**src/rtl/fetch_queue_pkg.sv**
```systemverilog
// Shared types for the prefetching fetch stage: word types, queue entry layout
// and the byte stride between consecutive instructions.
package fetch_queue_pkg;

  typedef logic [31:0] word_st;
  typedef logic [31:0] word_32ut;

  typedef struct packed {
    word_st   pc;
    word_32ut instr;
  } fetch_entry_st;

  localparam int unsigned INSTR_BYTES = 4;

endpackage

```
**src/rtl/fetch_queue_fifo.sv**
```systemverilog
// Synchronous circular FIFO holding fetched {pc, instr} entries; owns all
// queue storage and pointer wrap logic. Clear empties it in one cycle.
module fetch_fifo
  import fetch_queue_pkg::*;
#(
  parameter int unsigned DEPTH = 4,
  parameter type entry_t = fetch_entry_st
) (
  input  logic                         clk_i,
  input  logic                         rst_ni,
  input  logic                         i_clear,
  input  logic                         i_push,
  input  entry_t                       i_data,
  input  logic                         i_pop,
  output entry_t                       o_head,
  output logic [$clog2(DEPTH+1)-1:0]   o_count,
  output logic                         o_empty,
  output logic                         o_full
);

  localparam int unsigned CW = $clog2(DEPTH + 1);
  localparam int unsigned PW = (DEPTH > 1) ? $clog2(DEPTH) : 1;

  entry_t          r_mem [DEPTH];
  logic [PW-1:0]   r_wr_ptr;
  logic [PW-1:0]   r_rd_ptr;
  logic [CW-1:0]   r_count;
  logic            w_do_push;
  logic            w_do_pop;

  // Pointers wrap explicitly so DEPTH need not be a power of two.
  function automatic logic [PW-1:0] nextPtr(input logic [PW-1:0] p);
    return (p == PW'(DEPTH - 1)) ? '0 : p + PW'(1);
  endfunction

  assign o_empty   = (r_count == '0);
  assign o_full    = (r_count == CW'(DEPTH));
  assign o_count   = r_count;
  assign o_head    = r_mem[r_rd_ptr];
  assign w_do_pop  = i_pop && !o_empty;
  assign w_do_push = i_push && (!o_full || w_do_pop);

  always_ff @(posedge clk_i) begin
    if (!rst_ni || i_clear) begin
      r_wr_ptr <= '0;
      r_rd_ptr <= '0;
      r_count  <= '0;
    end else begin
      if (w_do_push) r_wr_ptr <= nextPtr(r_wr_ptr);
      if (w_do_pop)  r_rd_ptr <= nextPtr(r_rd_ptr);
      if (w_do_push && !w_do_pop)      r_count <= r_count + CW'(1);
      else if (!w_do_push && w_do_pop) r_count <= r_count - CW'(1);
    end
  end

  always_ff @(posedge clk_i) begin
    if (w_do_push) r_mem[r_wr_ptr] <= i_data;
  end

endmodule

```
**src/rtl/fetch_queue.sv**
```systemverilog
// Prefetching fetch stage: issues in-order requests to a variable-latency
// instruction memory, buffers responses and presents a registered head to decode.
module fetch_queue
  import fetch_queue_pkg::*;
#(
  parameter int unsigned XLEN            = 32,
  parameter int unsigned ILEN            = 32,
  parameter int unsigned DEPTH           = 4,
  parameter int unsigned MAX_OUTSTANDING = 2
) (
  input  logic            clk_i,
  input  logic            rst_ni,
  input  logic [XLEN-1:0] pc_init_i,
  input  logic            redirect_i,
  input  logic [XLEN-1:0] redirect_pc_i,
  output logic            imem_req_o,
  output logic [XLEN-1:0] imem_addr_o,
  input  logic            imem_gnt_i,
  input  logic            imem_rvalid_i,
  input  logic [ILEN-1:0] imem_rdata_i,
  output logic            instr_valid_o,
  input  logic            instr_ready_i,
  output logic [ILEN-1:0] instr_o,
  output logic [XLEN-1:0] pc_o,
  output logic [XLEN-1:0] pc_next_4_o
);

  localparam int unsigned CW = $clog2(DEPTH + 1);
  localparam logic [XLEN-1:0] STEP = XLEN'(INSTR_BYTES);

  typedef struct packed {
    logic [XLEN-1:0] pc;
    logic [ILEN-1:0] instr;
  } entry_t;

  logic [XLEN-1:0] r_fetch_pc;
  logic [XLEN-1:0] r_rsp_pc;
  logic [CW-1:0]   r_outstanding;
  logic [CW-1:0]   r_discard;
  logic            r_valid;
  logic [ILEN-1:0] r_instr;
  logic [XLEN-1:0] r_pc;
  logic [XLEN-1:0] r_pc_next4;

  logic            w_req;
  logic            w_gnt;
  logic            w_rsp;
  logic            w_push;
  logic            w_load_out;
  logic            w_fifo_pop;
  logic [CW-1:0]   w_fifo_count;
  logic [CW-1:0]   w_occupancy;
  logic [CW:0]     w_credit_used;
  logic            w_fifo_empty;
  logic            w_fifo_full;
  entry_t          w_head;
  entry_t          w_push_data;
  logic            w_unused;

  // Occupancy includes the output register so a response always finds space.
  assign w_occupancy   = w_fifo_count + CW'(r_valid);
  assign w_credit_used = {1'b0, w_occupancy} + {1'b0, r_outstanding};
  assign w_req         = rst_ni && !redirect_i
                         && (r_outstanding < CW'(MAX_OUTSTANDING))
                         && (w_credit_used < (CW + 1)'(DEPTH));
  assign w_gnt         = w_req && imem_gnt_i;
  assign w_rsp         = imem_rvalid_i && (r_outstanding != '0);
  assign w_push        = w_rsp && (r_discard == '0) && !redirect_i;
  assign w_load_out    = !r_valid || instr_ready_i;
  assign w_fifo_pop    = w_load_out && !w_fifo_empty && !redirect_i;
  assign w_push_data   = '{pc: r_rsp_pc, instr: imem_rdata_i};
  assign w_unused      = ^{redirect_pc_i[1:0], w_fifo_full};

  assign imem_req_o    = w_req;
  assign imem_addr_o   = r_fetch_pc;
  assign instr_valid_o = r_valid;
  assign instr_o       = r_instr;
  assign pc_o          = r_pc;
  assign pc_next_4_o   = r_pc_next4;

  fetch_fifo #(
    .DEPTH   (DEPTH),
    .entry_t (entry_t)
  ) u_fifo (
    .clk_i   (clk_i),
    .rst_ni  (rst_ni),
    .i_clear (redirect_i),
    .i_push  (w_push),
    .i_data  (w_push_data),
    .i_pop   (w_fifo_pop),
    .o_head  (w_head),
    .o_count (w_fifo_count),
    .o_empty (w_fifo_empty),
    .o_full  (w_fifo_full)
  );

  // Redirect drops whatever is still in flight by converting it into discard credits.
  always_ff @(posedge clk_i) begin
    if (!rst_ni) begin
      r_fetch_pc    <= pc_init_i;
      r_rsp_pc      <= pc_init_i;
      r_outstanding <= '0;
      r_discard     <= '0;
      r_valid       <= 1'b0;
      r_instr       <= '0;
      r_pc          <= '0;
      r_pc_next4    <= '0;
    end else if (redirect_i) begin
      r_fetch_pc    <= {redirect_pc_i[XLEN-1:2], 2'b00};
      r_rsp_pc      <= {redirect_pc_i[XLEN-1:2], 2'b00};
      r_outstanding <= r_outstanding - CW'(w_rsp);
      r_discard     <= r_outstanding - CW'(w_rsp);
      r_valid       <= 1'b0;
      r_instr       <= '0;
      r_pc          <= '0;
      r_pc_next4    <= '0;
    end else begin
      if (w_gnt) r_fetch_pc <= r_fetch_pc + STEP;
      if (w_push) r_rsp_pc <= r_rsp_pc + STEP;
      r_outstanding <= r_outstanding + CW'(w_gnt) - CW'(w_rsp);
      if (w_rsp && (r_discard != '0)) r_discard <= r_discard - CW'(1);
      if (w_load_out) begin
        r_valid    <= !w_fifo_empty;
        r_instr    <= w_fifo_empty ? '0 : w_head.instr;
        r_pc       <= w_fifo_empty ? '0 : w_head.pc;
        r_pc_next4 <= w_fifo_empty ? '0 : w_head.pc + STEP;
      end
    end
  end

  property p_rvalid_has_credit;
    @(posedge clk_i) disable iff (!rst_ni) imem_rvalid_i |-> (r_outstanding != '0);
  endproperty
  a_rvalid_has_credit: assert property (p_rvalid_has_credit);

endmodule

```
**config.mk**
```make
export PLATFORM = sky130hd
export DESIGN_NAME = fetch_queue
export DESIGN_NICKNAME = d
export VERILOG_FILES = /design/src/rtl/fetch_queue_pkg.sv /design/src/rtl/fetch_queue_fifo.sv /design/src/rtl/fetch_queue.sv
export SDC_FILE = /design/constraint.sdc
export NUM_CORES = 1
export LEC_CHECK = 0
export CAP_MARGIN = 20
export CELL_PAD_IN_SITES_DETAIL_PLACEMENT = 1
export CELL_PAD_IN_SITES_GLOBAL_PLACEMENT = 1
export CORE_MARGIN = 5
export CORE_UTILIZATION = 46
export CTS_CLUSTER_SIZE = 24
export DETAILED_ROUTE_END_ITERATION = 8
export PLACE_DENSITY_LB_ADDON = 0.2
export SYNTH_ARGS = -nofsm -noshare
export SYNTH_HDL_FRONTEND = slang
export SYNTH_HIERARCHICAL = 1
export SYNTH_SLANG_ARGS = --single-unit
```
**constraint.sdc**
```tcl
create_clock -name clk_i -period 3.8 [get_ports clk_i]
set_input_delay 0.76 -clock clk_i [delete_from_list [all_inputs] [get_ports clk_i]]
set_output_delay 0.76 -clock clk_i [all_outputs]
set_load 0.02 [all_outputs]
```
; After elaboration in Yosys (flattened, before gate mapping)
; Memory sizes are Yosys's and may differ from the RTL's. A register that Yosys moved wholly into a read port is not among the register bits.
; Index checks and enable logic that the tools add are counted.
[totals]
register_bits = 174
mem_bits_rw = 256
input_bits = 102
output_inout_bits = 130
wordCells = 84
mem_count = 1
[mem_list]
columns = name, depth, width, rd, rd_ports_with_merged_regs, wr, line
row1 = u_fifo.r_mem, 4, 64, 1, 1, 1, fetch_queue_fifo.sv:24  ; entry_t r_mem [DEPTH];
[op_classes]
addsub = 13
n_lt_le_gt_ge = 2
n_eq_ne = 5
n_mux = 20
bitwise_logic = 1
reduce_logical = 31
[op_table]
columns = op, count
row1 = $mux 32, 9
row2 = $add 32x3->32 const B, 3
row3 = $mux 3, 5
row4 = $logic_and 1x1->1, 14
row5 = $mux 2, 4
row6 = $logic_not 1->1, 7
row7 = $add 3x1->3, 2
row8 = $logic_not 3->1, 2
row9 = $ne 3x1->1 const B, 2
row10 = $reduce_bool 3->1, 2
row11 = $sub 3x1->3, 2
row12 = $sub 3x1->3 const B, 2
row13 = $add 2x1->2 const B, 2
row14 = $add 3x3->4, 1
row15 = $eq 2x2->1 const B, 2
row16 = $lt 4x3->1 const B, 1
row17 = $reduce_bool 2->1, 2
row18 = $add 3x1->3 const B, 1
row19 = $eq 3x3->1 const B, 1
row20 = $logic_or 1x1->1, 3
row21 = $lt 3x2->1 const B, 1
row22 = $mux 1, 2
row23 = $reduce_or 2->1, 1
row24 = $not 1->1, 1

; Depth between registers and ports, before layout
; Gate-level depths: netlist of run 1.
[logic_depth]
depth_word = 11
depth_mapped = 14
ltp_nobuf = 14

; Cells and area by module
; Netlist of run 1, hierarchy kept.
[by_module_without_submodules]
columns = mod, instances, cells_per_inst, area_each_um2, seq_area_each_um2
row1 = fetch_fifo, 1, 383, 9673.0, 7867.5
row2 = fetch_queue, 1, 923, 8267.9, 3883.7

; Worst setup path before layout of run 1
; Ideal clock, no wire load.
[synth_path]
path_kind = reg-to-reg
from = register r_valid, in the netlist instr_valid_o
to = register r_outstanding[1]
setup_time_ns = 0.086
arrival_ns = 3.798
required_ns = 3.714
setup_slack_ns = -0.083
stages_incl_launch_ff = 14
n_path_buf = 0
synth_period_minus_slack_ns = 3.883
path_cell_list = dfxtp_1 ha_1 ha_1 xor2_1 ha_1 or4b_2 a311oi_1 nand2_1 ha_1 inv_1 ha_1 fa_1 nor2_1 a211oi_1
[synth_via]
elab_chain_cells = 8
[synth_lines]
columns = item, line
row1 = from (decl), fetch_queue.sv:40  ; logic r_valid;
row2 = from (signal assigned), fetch_queue.sv:123  ; r_valid <= !w_fifo_empty;
row3 = $add 3x1->3, fetch_queue.sv:61  ; assign w_occupancy = w_fifo_count + CW'(r_valid);
row4 = $add 3x3->4, fetch_queue.sv:62  ; assign w_credit_used = {1'b0, w_occupancy} + {1'b0, r_outstanding};
row5 = $lt 4x3->1, fetch_queue.sv:65  ; && (w_credit_used < (CW + 1)'(DEPTH));
row6 = $logic_and 1x1->1, fetch_queue.sv:65
row7 = named net imem_req_o, fetch_queue.sv:16  ; output logic imem_req_o,
row8 = $logic_and 1x1->1, fetch_queue.sv:66  ; assign w_gnt = w_req && imem_gnt_i;
row9 = $add 3x1->3, fetch_queue.sv:120  ; r_outstanding <= r_outstanding + CW'(w_gnt) - CW'(w_rsp);
row10 = $sub 3x1->3, fetch_queue.sv:120
row11 = $mux 3, fetch_queue.sv:108  ; end else if (redirect_i) begin
row12 = to (signal assigned), fetch_queue.sv:111  ; r_outstanding <= r_outstanding - CW'(w_rsp);
row13 = to (signal assigned), fetch_queue.sv:120
row14 = to (decl), fetch_queue.sv:38  ; logic [CW-1:0] r_outstanding;
; The timed path passes the listed nets, and every way through them passes these cells.
; A chain may end at the register's enable or synchronous reset.

; Worst setup path in the final report of run 1
[layout_path]
from = register r_valid, in the netlist instr_valid_o
to = output imem_req_o
[layout_via]
elab_chain_cells = 4
[layout_lines]
columns = item, line
row1 = $add 3x1->3, fetch_queue.sv:61
row2 = $add 3x3->4, fetch_queue.sv:62
row3 = $lt 4x3->1, fetch_queue.sv:65
row4 = $logic_and 1x1->1, fetch_queue.sv:65
row5 = to (decl), fetch_queue.sv:16
; Every way passes these cells.

==> run summary, run 1 <==
The flow ran to the end, and the final reports show no timing, DRC or antenna violations. The worst max-slew margin expressed relative to the limit is 0.310. The detailed-routed wire length on met3 is 2.37 mm. The initial utilization of the core area, before any placement, comes to 0.464. The critical path in this run is classified as flop to output port. Setup repair after global routing left no endpoint under its margin. The final route contains roughly 12k vias.

The total number of yosys warnings came out at 6. The number of optimization iterations in the first detailed-route pass came out at 5. The average footprint of a synthesized cell came out at between 10 and 15 sq um. The number of filler instances in the final layout came out at about 3.7k.

The largest stage delay on the critical path came out at around 0.64 ns. The pin slew with the least headroom to its limit came out at between 1 and 1.5 ns. The synthesized netlist occupies a cell area of about 18000 sq um. The signal on the critical path passes through ha_1 -> ha_1 -> xor2_1 -> ha_1 -> or4b_2 -> a311oi_2 -> clkdlybuf4s15_1. The layout cell share with drive strength beyond 1 is 0.109.

The total die area is about 43000 sq um. The placement row count is between 70 and 80. The clock tree synthesis step divided the H-tree into 2 levels.

The number of max-cap violations came out at 0. The CTS buffer count came out at 46. The via count of the first global-routing pass came out at ~13k.

The cell at the slowest stage of the critical path is sky130_fd_sc_hd__or4b_2. The power per cell area is approximately 500 nW/um^2. The largest net degree at the start of global routing is 140. The timing-limited maximum frequency is around 270 MHz. After routing, the total negative slack on setup checks comes to 0 ns. The sequential cells in the finished layout cover a total of 11800 sq um. The insertion delay to the later sink of the worst-skew pair is 0.55 ns.

The leakage power summed over all cells is roughly 7 nW. The cell chosen for the clock root is sky130_fd_sc_hd__clkbuf_16. The global routing usage summed across all routing layers is 0.211.

The setup clock skew after layout came out at 0.0173 ns. The chip height is 207 microns. The final number of hold-violating endpoints is 0. The routed design has about 47 mm of wire.

TritonCTS built the clock tree. The share of the cycle needed by the critical path after routing came out at 0.975. The remaining antenna violation count came out at 0. The combined area of the multi-input logic cells came out at roughly 5800 sq um. The count of mapped cells out of synthesis is about 1.3k. The final HPWL from detailed placement is a little over 30 mm.

The routed wire length per instance came out at between 20 and 25 microns. The remaining global-route overflow is 0. Hold timing on the final database bottoms out at a slack of ~0.46 ns. The layout-stage area growth over the synthesis result came out at 24.3%. The largest fanout on the critical path came out at 2.

The tightest min-delay check is of the flop to flop type. The post-CTS setup-driven buffer insertion count is 0. The number of top-level pins came out at roughly 230. The first global-routing pass estimated 73.0 mm of wire. Counting every sink on the clock net gives approximately 430.

The critical path required time is slightly above 3 ns. For the worst setup path, the data arrival time is roughly 3.0 ns. The buffer levels on the longest clock path came out at 3. The antenna diode instance count is 0. The worst setup path is launched from a flop. The worst supply voltage drop on vdd is 0.303 mV.

In the routed design, unresolved DRC markers number 0. STA classifies the critical path endpoint as an output port. The most numerous cell on the critical path is sky130_fd_sc_hd__ha_1. The number of DRC violations after detailed-routing iteration 0 is around 730.

The clock-pin slew reported for the worst setup and hold paths after clock tree synthesis is approximately 0.06 ns. The placer's final routability congestion estimate is 0.850. Measured on the finished design, the core utilization comes to 0.577. The die width came out at slightly above 200 microns.

The minimum period implied by the final worst setup slack came out at 3.71 ns. The top metal layer carrying routed signals is met4. The count of final max-slew check failures came to 0. The number of setup violations in the final report is 0. The net count of the finished layout is 1658.

The met2 wire length is 23.3 mm. The number of vias per cell after detailed routing is between 5 and 6. The count of buffers inserted at the top-level ports is between 200 and 250. The number of nets in the synthesized netlist is about 1.4k.

The initial antenna violation count came out at 0. The area inside the core boundary came out at slightly below 40000 sq um. The detailed router put a total of a little over 20 mm of wire on met1.
-- stage by stage --
stage / instance area (sq um) / worst slack [ns] / total power [mW] / instances
CTS: 22300 / 0.0313 / 11.4 / 2089
global route: 22300 / 0.0153 / 11.7 / 2089
floorplan: 17900 / 0.146 / 6.45 / 1305
detailed placement: 20900 / 0.327 / 7.08 / 2004
global placement: 20900 / 0.377 / 7.01 / 2004
finish: 22300 / 0.0949 / 11.2 / 2089
-- flip-flops by register name, indices dropped and copies added (netlist names), 2 cells and up, named ones only --
signal           count
u_fifo/r_rd_ptr      2
u_fifo/r_mem       256
u_fifo/r_wr_ptr      2
pc_o                32
imem_addr_o         31
instr_o             32
r_outstanding        3
r_rsp_pc            31
u_fifo/o_count       3
pc_next_4_o         30
r_discard            3
-- critical path, delay by kind of cell, from the launching register on --
family / cells / cell delay, ns
adders and majority gates: 3 / 0.67
and+or+nand+nor: 1 / 0.64
buffers and inverters: 1 / 0.35
DFF: 1 / 0.32
AOI/OAI and AO/OA: 1 / 0.25
xor gates and xnor gates: 1 / 0.17
-- power breakdown --
group,total [mW],internal [mW],switching (mW)
registers,5.60,5.35,0.245
clock network,4.26,2.51,1.75
logic,1.38,0.612,0.773
total,11.2,8.47,2.77
-- timing repair --
action                     in CTS  in global routing
setup endpoints to repair       1                  1
hold buffers                    0                  0
gates resized for setup         1                  1
cloned                          0                  0
-- routing by layer --
layer,GRT usage,vias up
met4,0.0447,0
met2,0.366,352
met5,0,-
li1,-,5400
met3,0.0334,47
met1,0.286,6031
-- final timing paths --
path         depth (start not counted)  slack (ns)             from          endpoint
max                                  7        0.09    instr_valid_o        imem_req_o
min                                  2        0.46  pc_next_4_o[29]   pc_next_4_o[29]
max reg2reg                         14        0.31    instr_valid_o  r_outstanding[2]
min reg2reg                          2        0.46  pc_next_4_o[29]   pc_next_4_o[29]
-- cell usage in the layout, fill, tap and decap left out, types with 3 or more instances in the layout --
master	instances
sky130_fd_sc_hd__a22oi_1	19
sky130_fd_sc_hd__clkinv_1	5
sky130_fd_sc_hd__nor4_1	10
sky130_fd_sc_hd__and4_1	9
sky130_fd_sc_hd__nor3b_1	67
sky130_fd_sc_hd__nand4_1	33
sky130_fd_sc_hd__a21oi_1	90
sky130_fd_sc_hd__nand2_1	69
sky130_fd_sc_hd__xor2_1	52
sky130_fd_sc_hd__a2bb2oi_1	4
sky130_fd_sc_hd__and2_1	5
sky130_fd_sc_hd__buf_4	22
sky130_fd_sc_hd__o22ai_1	8
sky130_fd_sc_hd__nand3_1	39
sky130_fd_sc_hd__edfxtp_1	318
sky130_fd_sc_hd__clkdlybuf4s50_1	228
sky130_fd_sc_hd__mux4_2	64
sky130_fd_sc_hd__o21a_1	3
sky130_fd_sc_hd__clkbuf_1	19
sky130_fd_sc_hd__and3_1	8
sky130_fd_sc_hd__nor2b_1	4
sky130_fd_sc_hd__ha_1	20
sky130_fd_sc_hd__o21ai_1	4
sky130_fd_sc_hd__buf_12	5
sky130_fd_sc_hd__clkbuf_16	49
sky130_fd_sc_hd__nor2_1	108
sky130_fd_sc_hd__clkinv_2	6
sky130_fd_sc_hd__and3_2	4
sky130_fd_sc_hd__nor3_1	15
sky130_fd_sc_hd__clkbuf_8	4
sky130_fd_sc_hd__or3_1	4
sky130_fd_sc_hd__o21ai_0	81
sky130_fd_sc_hd__inv_1	18
sky130_fd_sc_hd__xnor2_1	33
sky130_fd_sc_hd__o31ai_1	3
sky130_fd_sc_hd__dfxtp_1	108
sky130_fd_sc_hd__nand2b_1	4
-- layout make-up --
class                      count  area share
sequential                   428       0.527
multi-input combinational    783       0.261
timing repair buffer         256       0.115
clock buffer                  72      0.0607
tap                          518      0.0291
clock inverter                13     0.00404
inverter                      19     0.00325
Power figures use the tool's default switching activity.
==> run 2: changes to the inputs <==
--- a/config.mk
+++ b/config.mk
@@ -9,9 +9,10 @@
 export CELL_PAD_IN_SITES_DETAIL_PLACEMENT = 1
 export CELL_PAD_IN_SITES_GLOBAL_PLACEMENT = 1
 export CORE_MARGIN = 5
-export CORE_UTILIZATION = 46
+export CORE_UTILIZATION = 52
 export CTS_CLUSTER_SIZE = 24
 export DETAILED_ROUTE_END_ITERATION = 8
+export DONT_BUFFER_PORTS = 1
 export PLACE_DENSITY_LB_ADDON = 0.2
 export SYNTH_ARGS = -nofsm -noshare
 export SYNTH_HDL_FRONTEND = slang
==> run 2 against run 1 <==
Net effect: routed wire length is 7.0% lower; die area fell by 11%; clock skew fell by 0.0041 ns; maximum frequency rose by 4.9%; clock power fell by 3%; cell count decreased by 14%; critical path depth is the same; combinational power shrank 28%.
==> run summary, run 2 (synthesized netlist as in run 1, its figures left out) <==
Outcome: finished clean (unchanged). The via count of the first global-routing pass came out at 11.5k (was 12.7k). The final number of hold-violating endpoints was 0 (unchanged). The remaining global-route overflow was 0 (unchanged). The worst max-slew margin expressed relative to the limit is 0.362 (was 0.310). The number of standard cells in the final layout excluding fillers is 1790 (was 2089).

The number of DRC violations after detailed-routing iteration 0 came out at 453 (was 725). The leading cell type in the layout, fill and taps excluded was sky130_fd_sc_hd__edfxtp_1 (unchanged). The quantity of hold-fixing buffers added after cts is 0 (unchanged). The number of vias per cell after detailed routing came out at 6.05 (was 5.66).

The global routing usage summed across all routing layers is 0.225 (was 0.211). The layout cell share with drive strength beyond 1 came out at 0.124 (was 0.109). The post-layout total power came out at 10.8 mW (was 11.2 mW). The flip-flop count of the largest register after layout is 256 (unchanged). The post-CTS setup-driven buffer insertion count is 0 (unchanged). The remaining antenna violation count came out at 0 (unchanged). The die width is 196 microns (was 207 microns). The depth of the CTS H-tree came out at 2 (unchanged). The worst min-delay path class is primary input to flop (was flop to flop). The area inside the core boundary is 34300 sq um (was 38600 sq um). The insertion delay to the later sink of the worst-skew pair came to 0.55 ns (about the same). The DRC violation count after routing came out at 0 (unchanged). The total non-filler cell area in the finished layout is 19800 sq um (was 22300 sq um). The setup TNS after final layout is 0 ns (unchanged).

The final wirelength is 43.5 mm (was 46.8 mm). The count of final max-slew check failures is 0 (unchanged). The final worst setup slack came out at 0.269 ns (was 0.0949 ns). The buffer levels on the longest clock path was 3 (unchanged).

Unrepaired setup endpoints after global routing: false (unchanged). The antenna diode instance count is 0 (unchanged). The sort of element at the start of the critical path is a flop (unchanged). The largest register by flop count is u_fifo/r_mem (unchanged).

The placement row count is 68 (was 72). The pin slew with the least headroom to its limit is 0.953 ns (was 1.03 ns). The critical path required time came to 3.04 ns (about the same). The global-route wire length before repair is 68.1 mm (was 73.0 mm). The critical path data arrival time came out at 2.77 ns (was 2.95 ns). The largest fanout on the critical path is 2 (unchanged). The timing-limited maximum frequency came out at 283 MHz (was 270 MHz). The net total in the final layout came out at 1423 (was 1658). The number of top-level pins was 232 (unchanged). The routed wire length per instance came out at 24.3 microns (was 22.4 microns).

The type of destination of the critical path is an output port (unchanged). The setup clock skew after layout came out at 0.0131 ns (was 0.0173 ns). The placer's final routability congestion estimate is 0.867 (was 0.850). The chip height was 196 microns (was 207 microns).

The cell chosen for the clock root was sky130_fd_sc_hd__clkbuf_16 (unchanged). The final HPWL from detailed placement is 28.6 mm (was 31.0 mm). The worst supply voltage drop on vdd came out at 0.289 mV (was 0.303 mV).

The count of buffers inserted at the top-level ports is 0 (was 229). Top library cells by usage in the layout, fill and taps aside: sky130_fd_sc_hd__edfxtp_1 (318), sky130_fd_sc_hd__nor2_1 (108), sky130_fd_sc_hd__dfxtp_1 (108) (was sky130_fd_sc_hd__edfxtp_1 (318), sky130_fd_sc_hd__clkdlybuf4s50_1 (228), sky130_fd_sc_hd__nor2_1 (108), sky130_fd_sc_hd__dfxtp_1 (108), sky130_fd_sc_hd__a21oi_1 (90)). The minimum period implied by the final worst setup slack is 3.53 ns (was 3.71 ns). The number of setup violations in the final report is 0 (unchanged). The post-detailed-placement cell area came out at 18400 sq um (was 20900 sq um). The CTS buffer count came out at 45 (was 46). The number of sinks driven by the clock tree came out at 428 (unchanged). The share of the cycle needed by the critical path after routing came out at 0.929 (was 0.975). The post-cts sizing count came out at 0 (was 1).

The leakage power summed over all cells is 6.23 nW (was 7.13 nW). The total die area was 38300 sq um (was 43000 sq um). The number of max-cap violations came out at 0 (unchanged).

The count of placed standard cells including taps is 1707 (was 2004). The category of the most critical setup path is flop to output port (unchanged). The number of vias in the routed layout is 10.8k (was 11.8k). The TritonCTS clock tree is done (unchanged).

The clock-pin slew reported for the worst setup and hold paths after clock tree synthesis is 0.06 ns (about the same). The initial antenna violation count came to 0 (unchanged). The effective utilization at floorplan is 0.523 (was 0.464).

The power per cell area came out at 546 nW/um^2 (was 504 nW/um^2). The number of filler instances in the final layout is 3288 (was 3736). The number of optimization iterations in the first detailed-route pass was 5 (unchanged). The largest net degree at the start of global routing was 77 (was 140). The layout-stage area growth over the synthesis result came out at 10.5% (was 24.3%). The placement-stage worst setup slack is 0.280 ns (was 0.327 ns).
[run 2: routing by layer]
metal / part of all wire / track usage
met1: 0.42 / 0.301
met2: 0.48 / 0.369
met3: 0.074 / 0.0589
met4: 0.025 / 0.0636
met5: 0 / 0
[run 2: final timing paths]
path / end / from / slack (ns) / cells past startpoint
max: imem_req_o / instr_valid_o / 0.27 / 7
min reg2reg: flop / u_fifo/r_rd_ptr[1] / 0.52 / 2
max reg2reg: r_outstanding[2] / instr_valid_o / 0.29 / 14
min: u_fifo/r_mem[1][18] / imem_rdata_i[18] / 0.31 / 0
[run 2: area by class of cell]
cell class / count / area [sq um] / area share
Timing Repair Buffer: 22 / 215 / 0.0109
Clock inverter: 22 / 161 / 0.00815
Clock buffer: 61 / 1220 / 0.0614
Tap cell: 455 / 569 / 0.0287
Inverter: 19 / 72.6 / 0.00366
Sequential cell: 428 / 11800 / 0.593
Multi-Input combinational cell: 783 / 5820 / 0.294
[run 2: power breakdown]
part	internal (mW)	switching (mW)	total, mW
Combinational	0.405	0.594	0.999
Clock	2.38	1.74	4.12
Sequential	5.35	0.350	5.70
[run 2: through the flow]
step	utilization	hold WS, ns
4_1_cts	0.578	0.282
5_1_grt	0.578	0.272
6_report	0.578	0.307
3_5_place_dp	0.538	0.520
3_3_place_gp	0.538	0.484
2_1_floorplan	-	0.463
[run 2: worst max-delay path: stages (launching register included)]
cell,delay (ns)
sky130_fd_sc_hd__dfxtp_1,0.31
sky130_fd_sc_hd__ha_1,0.19
sky130_fd_sc_hd__ha_1,0.19
sky130_fd_sc_hd__xor2_1,0.17
sky130_fd_sc_hd__ha_1,0.28
sky130_fd_sc_hd__or4b_2,0.64
sky130_fd_sc_hd__a311oi_2,0.25
sky130_fd_sc_hd__buf_4,0.19
==> run 3: changes to the inputs <==
--- a/config.mk
+++ b/config.mk
@@ -5,6 +5,7 @@
 export SDC_FILE = /design/constraint.sdc
 export NUM_CORES = 1
 export LEC_CHECK = 0
+export ABC_AREA = 0
 export CAP_MARGIN = 20
 export CELL_PAD_IN_SITES_DETAIL_PLACEMENT = 1
 export CELL_PAD_IN_SITES_GLOBAL_PLACEMENT = 1
@@ -14,6 +15,7 @@
 export DETAILED_ROUTE_END_ITERATION = 8
 export DONT_BUFFER_PORTS = 1
 export PLACE_DENSITY_LB_ADDON = 0.2
+export SKIP_LAST_GASP = 1
 export SYNTH_ARGS = -nofsm -noshare
 export SYNTH_HDL_FRONTEND = slang
 export SYNTH_HIERARCHICAL = 1
==> results of run 3 <==
Same layout as run 2: the final DEF is identical, and so are final timing and power.
